`config.mk`:
```
export PLATFORM = sky130hd
export DESIGN_NAME = bus_initiator
export DESIGN_NICKNAME = d
export VERILOG_FILES = /design/src/rtl/bus_pkg.sv /design/src/rtl/bus_deframer.sv /design/src/rtl/bus_initiator.sv
export SDC_FILE = /design/constraint.sdc
export NUM_CORES = 1
export LEC_CHECK = 0
export ABC_AREA = 1
export BUFFER_PORTS_ARGS = -buffer_cell sky130_fd_sc_hd__buf_4
export CORE_MARGIN = 10
export CORE_UTILIZATION = 45
export DETAILED_ROUTE_END_ITERATION = 16
export HOLD_SLACK_MARGIN = 0.06
export PLACE_DENSITY_LB_ADDON = 0.15
export SYNTH_ARGS = -nofsm -noshare
export SYNTH_HDL_FRONTEND = slang
export SYNTH_SLANG_ARGS = --single-unit
export TNS_END_PERCENT = 20
```
`constraint.sdc`:
```
create_clock -name clk -period 4.05 [get_ports clk]
set_input_delay 0.2025 -clock clk [delete_from_list [all_inputs] [get_ports clk]]
set_output_delay 0.2025 -clock clk [all_outputs]
set_load 0.01 [all_outputs]
```
`src/rtl/bus_pkg.sv`:
```
// Shared definitions for the 16A/16D serial register bus: command codes,
// slot geometry, response codes and the initiator state set.
package bus_pkg;

    localparam logic [7:0] CMD_WRITE = 8'h01;
    localparam logic [7:0] CMD_READ  = 8'h02;

    localparam int unsigned SLOT_BITS  = 13;
    localparam int unsigned FRAME_BITS = 12;
    localparam int unsigned WR_SLOTS   = 5;
    localparam int unsigned RD_SLOTS   = 3;
    localparam int unsigned MSG_BITS   = WR_SLOTS * SLOT_BITS;

    localparam logic [1:0] RSP_OK      = 2'd0;
    localparam logic [1:0] RSP_TIMEOUT = 2'd1;
    localparam logic [1:0] RSP_PROTO   = 2'd2;

    typedef enum logic [2:0] {
        ST_QUIET,
        ST_IDLE,
        ST_SEND,
        ST_WAIT,
        ST_RESP
    } state_e;

    // One slot, MSb first: idle 0, start 1, flag, data byte, two stop zeros.
    function automatic logic [SLOT_BITS-1:0] make_slot(input logic flag, input logic [7:0] data);
        return {1'b0, 1'b1, flag, data, 2'b00};
    endfunction

endpackage

```
`src/rtl/bus_deframer.sv`:
```
// Serial-bus byte deframer: shifts the line into a 12-bit window and reports
// a byte when a complete start/flag/data/stop frame is aligned in it.
module bus_deframer
    import bus_pkg::*;
(
    input  logic       clk,
    input  logic       clear,
    input  logic       serialin,
    output logic       byte_valid,
    output logic       byte_flag,
    output logic [7:0] byte_data
);

    logic [FRAME_BITS-1:0] shift_q;
    logic [FRAME_BITS-1:0] shift_d;

    always_comb begin
        byte_valid = shift_q[FRAME_BITS-1] && (shift_q[1:0] == 2'b00);
        byte_flag  = shift_q[FRAME_BITS-2];
        byte_data  = shift_q[FRAME_BITS-3:2];
        shift_d    = {shift_q[FRAME_BITS-2:0], serialin};
        // Emptying the window after a hit keeps the next frame's start bit aligned.
        if (clear || byte_valid) begin
            shift_d = '0;
        end
    end

    always_ff @(posedge clk) begin
        shift_q <= shift_d;
    end

endmodule

```
`src/rtl/bus_initiator.sv`:
```
// Host-side initiator: accepts one register request, sends it as framed
// slots on serialout, then parses the target's reply into data or an error.
module bus_initiator
    import bus_pkg::*;
#(
    parameter int unsigned TIMEOUT = 1023,
    parameter int unsigned QUIET   = 16
) (
    input  logic        clk,
    input  logic        rst,
    input  logic        req_valid,
    output logic        req_ready,
    input  logic        req_wr,
    input  logic [15:0] req_addr,
    input  logic [15:0] req_wrdata,
    output logic        rsp_valid,
    output logic [15:0] rsp_rddata,
    output logic [1:0]  rsp_err,
    output logic        busy,
    output logic        serialout,
    input  logic        serialin
);

    localparam int unsigned RD_BITS = RD_SLOTS * SLOT_BITS;
    localparam int unsigned CNT_A   = (TIMEOUT > QUIET) ? TIMEOUT : QUIET;
    localparam int unsigned CNT_MAX = (CNT_A > MSG_BITS) ? CNT_A : MSG_BITS;
    localparam int unsigned CNT_W   = $clog2(CNT_MAX + 1);

    state_e              state_q, state_d;
    logic [CNT_W-1:0]    cnt_q, cnt_d;
    logic [MSG_BITS-1:0] tx_q, tx_d;
    logic [MSG_BITS-1:0] msg;
    logic                wr_q, wr_d;
    logic [15:0]         acc_q, acc_d;
    logic [1:0]          rxcnt_q, rxcnt_d;
    logic                req_ready_q, req_ready_d;
    logic                rsp_valid_q, rsp_valid_d;
    logic                busy_q, busy_d;
    logic                serialout_q, serialout_d;
    logic [15:0]         rsp_rddata_q, rsp_rddata_d;
    logic [1:0]          rsp_err_q, rsp_err_d;

    logic [CNT_W-1:0]    tx_len;
    logic                cmd_ok;
    logic                rx_clear;
    logic                byte_valid;
    logic                byte_flag;
    logic [7:0]          byte_data;

    assign rx_clear = rst || (state_q == ST_IDLE);

    bus_deframer u_deframer (
        .clk        (clk),
        .clear      (rx_clear),
        .serialin   (serialin),
        .byte_valid (byte_valid),
        .byte_flag  (byte_flag),
        .byte_data  (byte_data)
    );

    always_comb begin
        if (req_wr) begin
            msg = {make_slot(1'b0, req_wrdata[15:8]), make_slot(1'b0, req_wrdata[7:0]),
                   make_slot(1'b0, req_addr[15:8]),   make_slot(1'b0, req_addr[7:0]),
                   make_slot(1'b1, CMD_WRITE)};
        end else begin
            msg = {make_slot(1'b0, req_addr[15:8]), make_slot(1'b0, req_addr[7:0]),
                   make_slot(1'b1, CMD_READ), {(MSG_BITS - RD_BITS){1'b0}}};
        end
    end

    assign tx_len = wr_q ? CNT_W'(MSG_BITS) : CNT_W'(RD_BITS);
    assign cmd_ok = wr_q ? ((byte_data == CMD_WRITE) && (rxcnt_q == 2'd0))
                         : ((byte_data == CMD_READ)  && (rxcnt_q == 2'd2));

    always_comb begin
        state_d      = state_q;
        cnt_d        = cnt_q;
        tx_d         = tx_q;
        wr_d         = wr_q;
        acc_d        = acc_q;
        rxcnt_d      = rxcnt_q;
        req_ready_d  = 1'b0;
        rsp_valid_d  = 1'b0;
        busy_d       = busy_q;
        serialout_d  = 1'b0;
        rsp_rddata_d = rsp_rddata_q;
        rsp_err_d    = rsp_err_q;

        case (state_q)
            ST_QUIET: begin
                if (cnt_q == CNT_W'(QUIET - 1)) begin
                    state_d     = ST_IDLE;
                    cnt_d       = '0;
                    req_ready_d = 1'b1;
                end else begin
                    cnt_d = cnt_q + CNT_W'(1);
                end
            end
            ST_IDLE: begin
                if (req_valid && req_ready_q) begin
                    state_d     = ST_SEND;
                    busy_d      = 1'b1;
                    wr_d        = req_wr;
                    serialout_d = msg[MSG_BITS-1];
                    tx_d        = msg << 1;
                    cnt_d       = CNT_W'(1);
                    acc_d       = '0;
                    rxcnt_d     = '0;
                end else begin
                    req_ready_d = 1'b1;
                end
            end
            ST_SEND: begin
                if (cnt_q == tx_len) begin
                    state_d = ST_WAIT;
                    cnt_d   = '0;
                end else begin
                    serialout_d = tx_q[MSG_BITS-1];
                    tx_d        = tx_q << 1;
                    cnt_d       = cnt_q + CNT_W'(1);
                end
            end
            ST_WAIT: begin
                // A command byte takes priority over a timeout expiring in the same cycle.
                if (byte_valid && byte_flag) begin
                    state_d      = ST_RESP;
                    rsp_valid_d  = 1'b1;
                    busy_d       = 1'b0;
                    rsp_err_d    = cmd_ok ? RSP_OK : RSP_PROTO;
                    rsp_rddata_d = (cmd_ok && !wr_q) ? acc_q : 16'h0000;
                end else begin
                    if (byte_valid) begin
                        acc_d = {acc_q[7:0], byte_data};
                        if (rxcnt_q != 2'd3) begin
                            rxcnt_d = rxcnt_q + 2'd1;
                        end
                    end
                    if (cnt_q == CNT_W'(TIMEOUT - 1)) begin
                        state_d      = ST_RESP;
                        rsp_valid_d  = 1'b1;
                        busy_d       = 1'b0;
                        rsp_err_d    = RSP_TIMEOUT;
                        rsp_rddata_d = 16'h0000;
                    end else begin
                        cnt_d = cnt_q + CNT_W'(1);
                    end
                end
            end
            ST_RESP: begin
                state_d     = ST_IDLE;
                req_ready_d = 1'b1;
            end
            default: begin
                state_d = ST_QUIET;
                cnt_d   = '0;
            end
        endcase
    end

    always_ff @(posedge clk) begin
        if (rst) begin
            state_q      <= ST_QUIET;
            cnt_q        <= '0;
            tx_q         <= '0;
            wr_q         <= 1'b0;
            acc_q        <= '0;
            rxcnt_q      <= '0;
            req_ready_q  <= 1'b0;
            rsp_valid_q  <= 1'b0;
            busy_q       <= 1'b0;
            serialout_q  <= 1'b0;
            rsp_rddata_q <= '0;
            rsp_err_q    <= '0;
        end else begin
            state_q      <= state_d;
            cnt_q        <= cnt_d;
            tx_q         <= tx_d;
            wr_q         <= wr_d;
            acc_q        <= acc_d;
            rxcnt_q      <= rxcnt_d;
            req_ready_q  <= req_ready_d;
            rsp_valid_q  <= rsp_valid_d;
            busy_q       <= busy_d;
            serialout_q  <= serialout_d;
            rsp_rddata_q <= rsp_rddata_d;
            rsp_err_q    <= rsp_err_d;
        end
    end

    assign req_ready  = req_ready_q;
    assign rsp_valid  = rsp_valid_q;
    assign rsp_rddata = rsp_rddata_q;
    assign rsp_err    = rsp_err_q;
    assign busy       = busy_q;
    assign serialout  = serialout_q;

endmodule

```
==> out/qor.txt, run 1 <==
Post-CTS Setup Inserts: 0
Critical path startpoint category: register
P_leak: 2.732 nW
Share of cells above drive strength 1: 12.73%
Final nets: 901
Synth-to-layout area growth: 18.17%
H-Tree Level Count: 4
First-pass GRT wire length: 23800 um
Die W: 131.9 um
Number of global-route vias before repair: 5109
HPWL Detailed: 9027 um
Syn Area/Cell: 6.851 um^2
Fin. Hold Viols: 0
GR Overflow Total: 0
DR WL/cell: 13.40 um
Clk_lat worst skew: 420 ps
Maximum vdd ir drop: 0.0004106 V
WHS Path Cells: 5
Via count: 5307
Chip Height: 131.9 um
Resized cells post-CTS: 0
Syn nets: 864
Setup slack, reg-to-reg: 1760 ps
Hold endpoint: tx_q[19]
Worst Skew: 9.702 ps
Critical R2R Capture: tx_q[8]
Unrepaired setup endpoints after global routing: no
Placed cells: 1007
# fillers: 1224
Post-Syn Instances: 822
First drt pass iteration count: 5
PnR Total Power: 3.192 mW
Highest routed layer: met4
DR vias/cell: 5.103
Final period util: 56.45%
Reg clk slew, reported paths: 60 ps
Total routed wirelength: 13940 um
IO Port Bufs: 58
Initial antenna violation count: 0
Worst Min Path Start: req_addr[3]
Fmax: 437.4 MHz
WL met1: 6488 um
Maxcap violations: 0
Pin count of the biggest net entering global routing: 74
Yosys cell types: 32
Root Buffer: clkbuf_16
Antenna cells: 0
Met3 wire length: 756 um
Req. time, crit path: 4390 ps
Critical path class: register to register
Initial Util: 46.50%
Final Slew Violations: 0
CTS sink cnt: 128
Crit path DAT: 2630 ps
R2r startpoint: state_q[1]
Routed Antenna Nets: 0
Routed wl met2: 6403 um
CTS tree: built
Worst Reg-to-Reg Cells: 7
Die area: 17390 um^2
Worst hold path type: input port to register
Multi-input gate area: 2638 um^2
Core area: 12110 um^2
Hold_ws: 131.8 ps
Register area share after synthesis: 45.50%
CP Capture Type: register
Worst-case clock buffer depth: 2
Status: completed
Placer Congestion: 0.9021
Slew HR: 32.65%
Core Util, Final: 54.95%
Final min period: 2286 ps
PwrDens: 479.6 nW/um^2
#FFs+latches synth: 128
Total CTS buffers: 17
Ports placed on the boundary: 59
Std-Cell Rows: 40
Mapped Area: 5632 um^2
GR Util All Layers: 16.13%
1st-iter DRT viols: 484
Crit path max fanout: 41
Setup TNS: 0 ps
Final Non-Filler Cells: 1040
Register area: 2562 um^2
Setup violations, final: 0
Warnings, synthesis: 0
DRC: 0
Worst-Margin Slew: 1005 ps
worst max-delay path, stage by stage, from the launching register on:
cell and delay [ps]:
dfxtp_1 410, nand3_2 170, inv_1 80, buf_4 380
nand2_1 320, inv_1 570, nand2_1 110, a21oi_1 170
flip-flops by register name (all words and copies together), names as in the netlist:
register            flops
serialout               1
rsp_valid               1
cnt_q                  10
rsp_rddata             16
tx_q                   62
req_ready               1
u_deframer.shift_q     12
wr_q                    1
acc_q                  16
rxcnt_q                 2
rsp_err                 2
busy                    1
state_q                 3
placed cells by master, fill, tap and decap left out, drive strengths merged, types with 3 or more instances in the layout:
cell type	count
nand2	268
nand3	62
nor2	114
a21oi	71
nor3	3
buf	62
clkbuf	23
nand4	20
clkinvlp	3
inv	53
ha	5
o21ai	43
dfxtp	128
clkinv	7
cell usage after synthesis:
cell type / number / area share [%]
nand2_1: 265 / 18
o211ai_1: 2 / 0.27
clkbuf_2: 1 / 0.089
xor2_1: 1 / 0.16
inv_2: 5 / 0.33
clkinv_1: 1 / 0.067
a21oi_1: 71 / 6.3
buf_1: 2 / 0.13
o2111a_1: 1 / 0.20
dfxtp_1: 128 / 46
nor2_4: 1 / 0.20
inv_1: 47 / 3.1
nor2_2: 2 / 0.22
o21ai_0: 43 / 3.8
o22a_1: 1 / 0.16
nand4_1: 20 / 2.2
and3_1: 1 / 0.11
buf_2: 18 / 1.6
a31oi_1: 2 / 0.22
nand3_1: 58 / 5.2
ha_1: 5 / 1.1
buf_4: 3 / 0.40
inv_4: 1 / 0.11
nor3_2: 1 / 0.18
buf_6: 3 / 0.60
nand3_2: 4 / 0.71
nand3b_1: 1 / 0.13
nor2_1: 111 / 7.4
nand2_2: 2 / 0.22
nand2_4: 1 / 0.20
clkbuf_1: 18 / 1.2
nor3_1: 2 / 0.18
stage by stage:
| step | worst slack, ps | cell area, um^2 |
|---|---|---|
| 2_1_floorplan | 2550 | 5632 |
| 3_3_place_gp | 1922 | 6081 |
| 3_5_place_dp | 1810 | 6081 |
| 4_1_cts | 1793 | 6655 |
| 5_1_grt | 1470 | 6655 |
| 6_report | 1764 | 6655 |
layer usage:
layer	vias to the layer above	GRT usage [%]
li1	2706	-
met3	23	4.840
met4	0	7.726
met5	-	0
met2	148	25.26
met1	2430	19.75
power by group:
group | internal [mW] | switching [mW]
combinational | 0.128 | 0.253
sequential | 1.34 | 0.0470
clock | 0.873 | 0.553
total | 2.34 | 0.852
timing repair:
item                                    4_1_cts  5_1_grt
endpoints found under the setup margin        0        0
hold endpoints to repair                      1        0
hold buffers                                  1        0
cell families after synthesis:
logic type	count (synthesis)	synth area share, %
compound gates	120	10.98
xor+xnor	1	0.1555
fa+ha+maj	5	1.111
buf+inv	99	7.665
flops	128	45.50
simple gates	469	34.59
cell type report:
| class | count | share of cell area (%) |
|---|---|---|
| multi-input cells | 595 | 39.63 |
| well taps | 168 | 3.158 |
| repair buffers | 63 | 7.144 |
| inverters | 54 | 3.083 |
| clock buffers | 23 | 7.633 |
| clock inverters | 9 | 0.8460 |
| flip-flops and latches | 128 | 38.50 |
worst max path at each step:
| stage | slack (ps) | depth (start not counted) | startpoint | endpoint |
|---|---|---|---|---|
| 2_1_floorplan | 2550 | 11 | cnt_q[0] | cnt_q[5] |
| 3_3_place_gp | 1920 | 7 | state_q[1] | tx_q[26] |
| 3_5_place_dp | 1810 | 8 | state_q[0] | tx_q[40] |
| 4_1_cts | 1790 | 8 | state_q[0] | tx_q[10] |
| 5_1_grt | 1470 | 8 | state_q[0] | tx_q[10] |
| 6_report | 1760 | 7 | state_q[1] | tx_q[8] |
No activity file was read; power rests on OpenSTA's default activity.
==> run 2, diff against run 1 <==
==> constraint.sdc (replaced) <==
create_clock -name clk -period 2.2 [get_ports clk]
set_input_delay 0.11 -clock clk [delete_from_list [all_inputs] [get_ports clk]]
set_output_delay 0.11 -clock clk [all_outputs]
set_load 0.01 [all_outputs]
==> out/qor.txt, run 2 (synthesis results as in run 1) <==
WL met1: 6717 um (+3.5%)
CP Launch Point: state_q[2]
Root Buffer: clkbuf_16
Worst-case clock buffer depth: 2 (unchanged)
WHS Path Cells: 5 (unchanged)
Antenna cells: 0 (unchanged)
Setup violations, final: 0 (unchanged)
Pin count of the biggest net entering global routing: 73 (-1.4%)
Maxcap violations: 0 (unchanged)
Most frequent cells in the layout: nand2_1, dfxtp_1, nor2_1, a21oi_1, buf_4
Highest routed layer: met4
First drt pass iteration count: 5 (unchanged)
Maximum vdd ir drop: 0.0005512 V (+34%)
Core area: 12110 um^2 (unchanged)
Total CTS buffers: 17 (unchanged)
Final nets: 928 (+3.0%)
DR vias/cell: 5.051 (-1.0%)
CTS tree: built
Worst Skew: 6.676 ps (-3.026 ps)
Worst Reg-to-Reg Cells: 11 (+4)
Post-CTS Setup Inserts: 0 (unchanged)
Clk_lat worst skew: 420 ps (about the same)
Reg with most FFs: tx_q
GR Util All Layers: 16.72% (+0.59 points)
Ports placed on the boundary: 59 (unchanged)
Design area: 6980 um^2 (+4.9%)
DRC: 0 (unchanged)
Critical path startpoint category: register
Total net switching power: 1.573 mW (+85%)
Crit path max fanout: 38 (-7.3%)
Final period util: 90.13% (+34 points)
Fin. Hold Viols: 0 (unchanged)
Share of cells above drive strength 1: 12.69% (-0.034 points)
Setup slack, reg-to-reg: 220 ps (-1550 ps)
Most common cell after layout, fill and taps aside: nand2_1
Max reg flops: 62 (unchanged)
Power Internal: 4.756 mW (+100%)
Unrepaired setup endpoints after global routing: no
Critical path class: register to register
Crit path DAT: 2330 ps (-300 ps)
CTS sink cnt: 128 (unchanged)
Setup ws final: 217.2 ps (-1546 ps)
Slowest-stage cell, CP: inv_2
R2r startpoint: state_q[2]
Worst hold path type: input port to register
Fmax: 504.3 MHz (+15%)
Flop pwr share: 40.3% (-3.1 points)
Routed wl met2: 6765 um (+5.7%)
CP Capture Type: register
Die W: 131.9 um (unchanged)
Initial antenna violation count: 0 (unchanged)
Chip Height: 131.9 um (unchanged)
1st-iter DRT viols: 428 (-12%)
Clock power frac: 47.9% (+3.2 points)
Number of global-route vias before repair: 5217 (+2.1%)
Slew HR: 34.96% (+2.3 points)
P_leak: 2.884 nW (+5.6%)
DR WL/cell: 13.54 um (+1.0%)
Final Slew Violations: 0 (unchanged)
Reg clk slew, reported paths: 50 ps (about the same)
Switching share of power: 24.85% (-1.9 points)
Status: completed
GR Overflow Total: 0 (unchanged)
Largest stage delay on the critical path: 510 ps (-60 ps)
CP Cell Sequence: inv_2 > nand2_1 > nor2_1 > inv_1 > nand2_1 > nand2_1 > inv_2 > nand2_2 > inv_2 > nand2_1 > a21oi_1
Via count: 5384 (+1.5%)
H-Tree Level Count: 4 (unchanged)
CP Capture Point: tx_q[25]
Worst-Margin Slew: 970.3 ps (-34.43 ps)
Routed Antenna Nets: 0 (unchanged)
Dpl cell area: 6126 um^2 (+0.74%)
Total routed wirelength: 14440 um (+3.6%)
Final Non-Filler Cells: 1066 (+2.5%)
Synth-to-layout area growth: 23.95%
Placed cells: 1013 (+0.60%)
Comb pwr share: 11.8% (about the same)
# hold bufs at CTS: 22 (+21)
Resized cells post-CTS: 0 (unchanged)
Initial Util: 46.50% (unchanged)
Req. time, crit path: 2550 ps (-1840 ps)
Final min period: 1983 ps (-303.6 ps)
Std-Cell Rows: 40 (unchanged)
IO Port Bufs: 58 (unchanged)
Placer Congestion: 0.8732 (-3.2%)
Met3 wire length: 771 um (+2.0%)
Most used cell along the critical path: nand2_1
HPWL Detailed: 9448 um (+4.7%)
Setup TNS: 0 ps (unchanged)
Die area: 17390 um^2 (unchanged)
Setup WS pre-CTS: 229.1 ps (-1581 ps)
First-pass GRT wire length: 24770 um (+4.1%)
Critical R2R Capture: tx_q[25]
PwrDens: 906.6 nW/um^2 (+89%)
run 2: changes by cell type in the layout (fill, tap and decap cells not counted):
cell	change
dlygate4sd3_1	+21
buf_4	+6
bufinv_16	+5
clkbuf_8	-5
clkinvlp_4	-3
clkbuf_1	+2
clkinv_2	-1
clkinv_4	+1
run 2: how the worst min path moves through the flow:
stage	start	end	slack, ps
after floorplan	serialin	u_deframer.shift_q[0]	220
after CTS	req_wrdata[2]	tx_q[44]	60
after detailed placement	serialin	u_deframer.shift_q[0]	350
final	req_wrdata[15]	tx_q[62]	70
after global placement	serialin	u_deframer.shift_q[0]	340
after global routing	req_wrdata[15]	tx_q[62]	90
run 2: final cells by class:
type / instances / area [um^2]
Inverter: 54 / 205.2
Timing Repair Buffer: 90 / 730.7
Clock buffer: 20 / 446.7
Tap cell: 168 / 210.2
Sequential cell: 128 / 2562
Fill cell: 1162 / 5131
Clock inverter: 11 / 187.7
Multi-Input combinational cell: 595 / 2638
run 2: stage by stage:
step / total power, mW / hold slack (ps) / util, %
after floorplan: 3.120 / 222.2 / -
after global placement: 3.291 / 335.7 / 50.58
after detailed placement: 3.301 / 347.6 / 50.58
after CTS: 6.369 / 60.42 / 57.63
after global routing: 6.606 / 93.62 / 57.63
final: 6.328 / 65.90 / 57.63
run 2: metal layers:
layer,track usage (%),vias up
met4,4.883,0
met2,26.91,140
li1,-,2759
met1,21.12,2465
met3,4.878,20
met5,0,-
run 2: critical path, delay by kind of cell, from the launching register on:
kind	cells	cell delay [ps]
AOI/OAI and AO/OA	1	160
DFF	1	340
and+or+nand+nor	6	620
buffers and inverters	4	760
run 2: power by group through the flow:
| stage | clock (mW) | combinational, mW | sequential (mW) |
|---|---|---|---|
| 6_report | 3.03 | 0.745 | 2.55 |
| 5_1_grt | 3.17 | 0.864 | 2.57 |
| 4_1_cts | 3.08 | 0.741 | 2.55 |
| 3_5_place_dp | 0 | 0.705 | 2.60 |
| 3_3_place_gp | 0 | 0.698 | 2.59 |
| 2_1_floorplan | 0 | 0.548 | 2.57 |
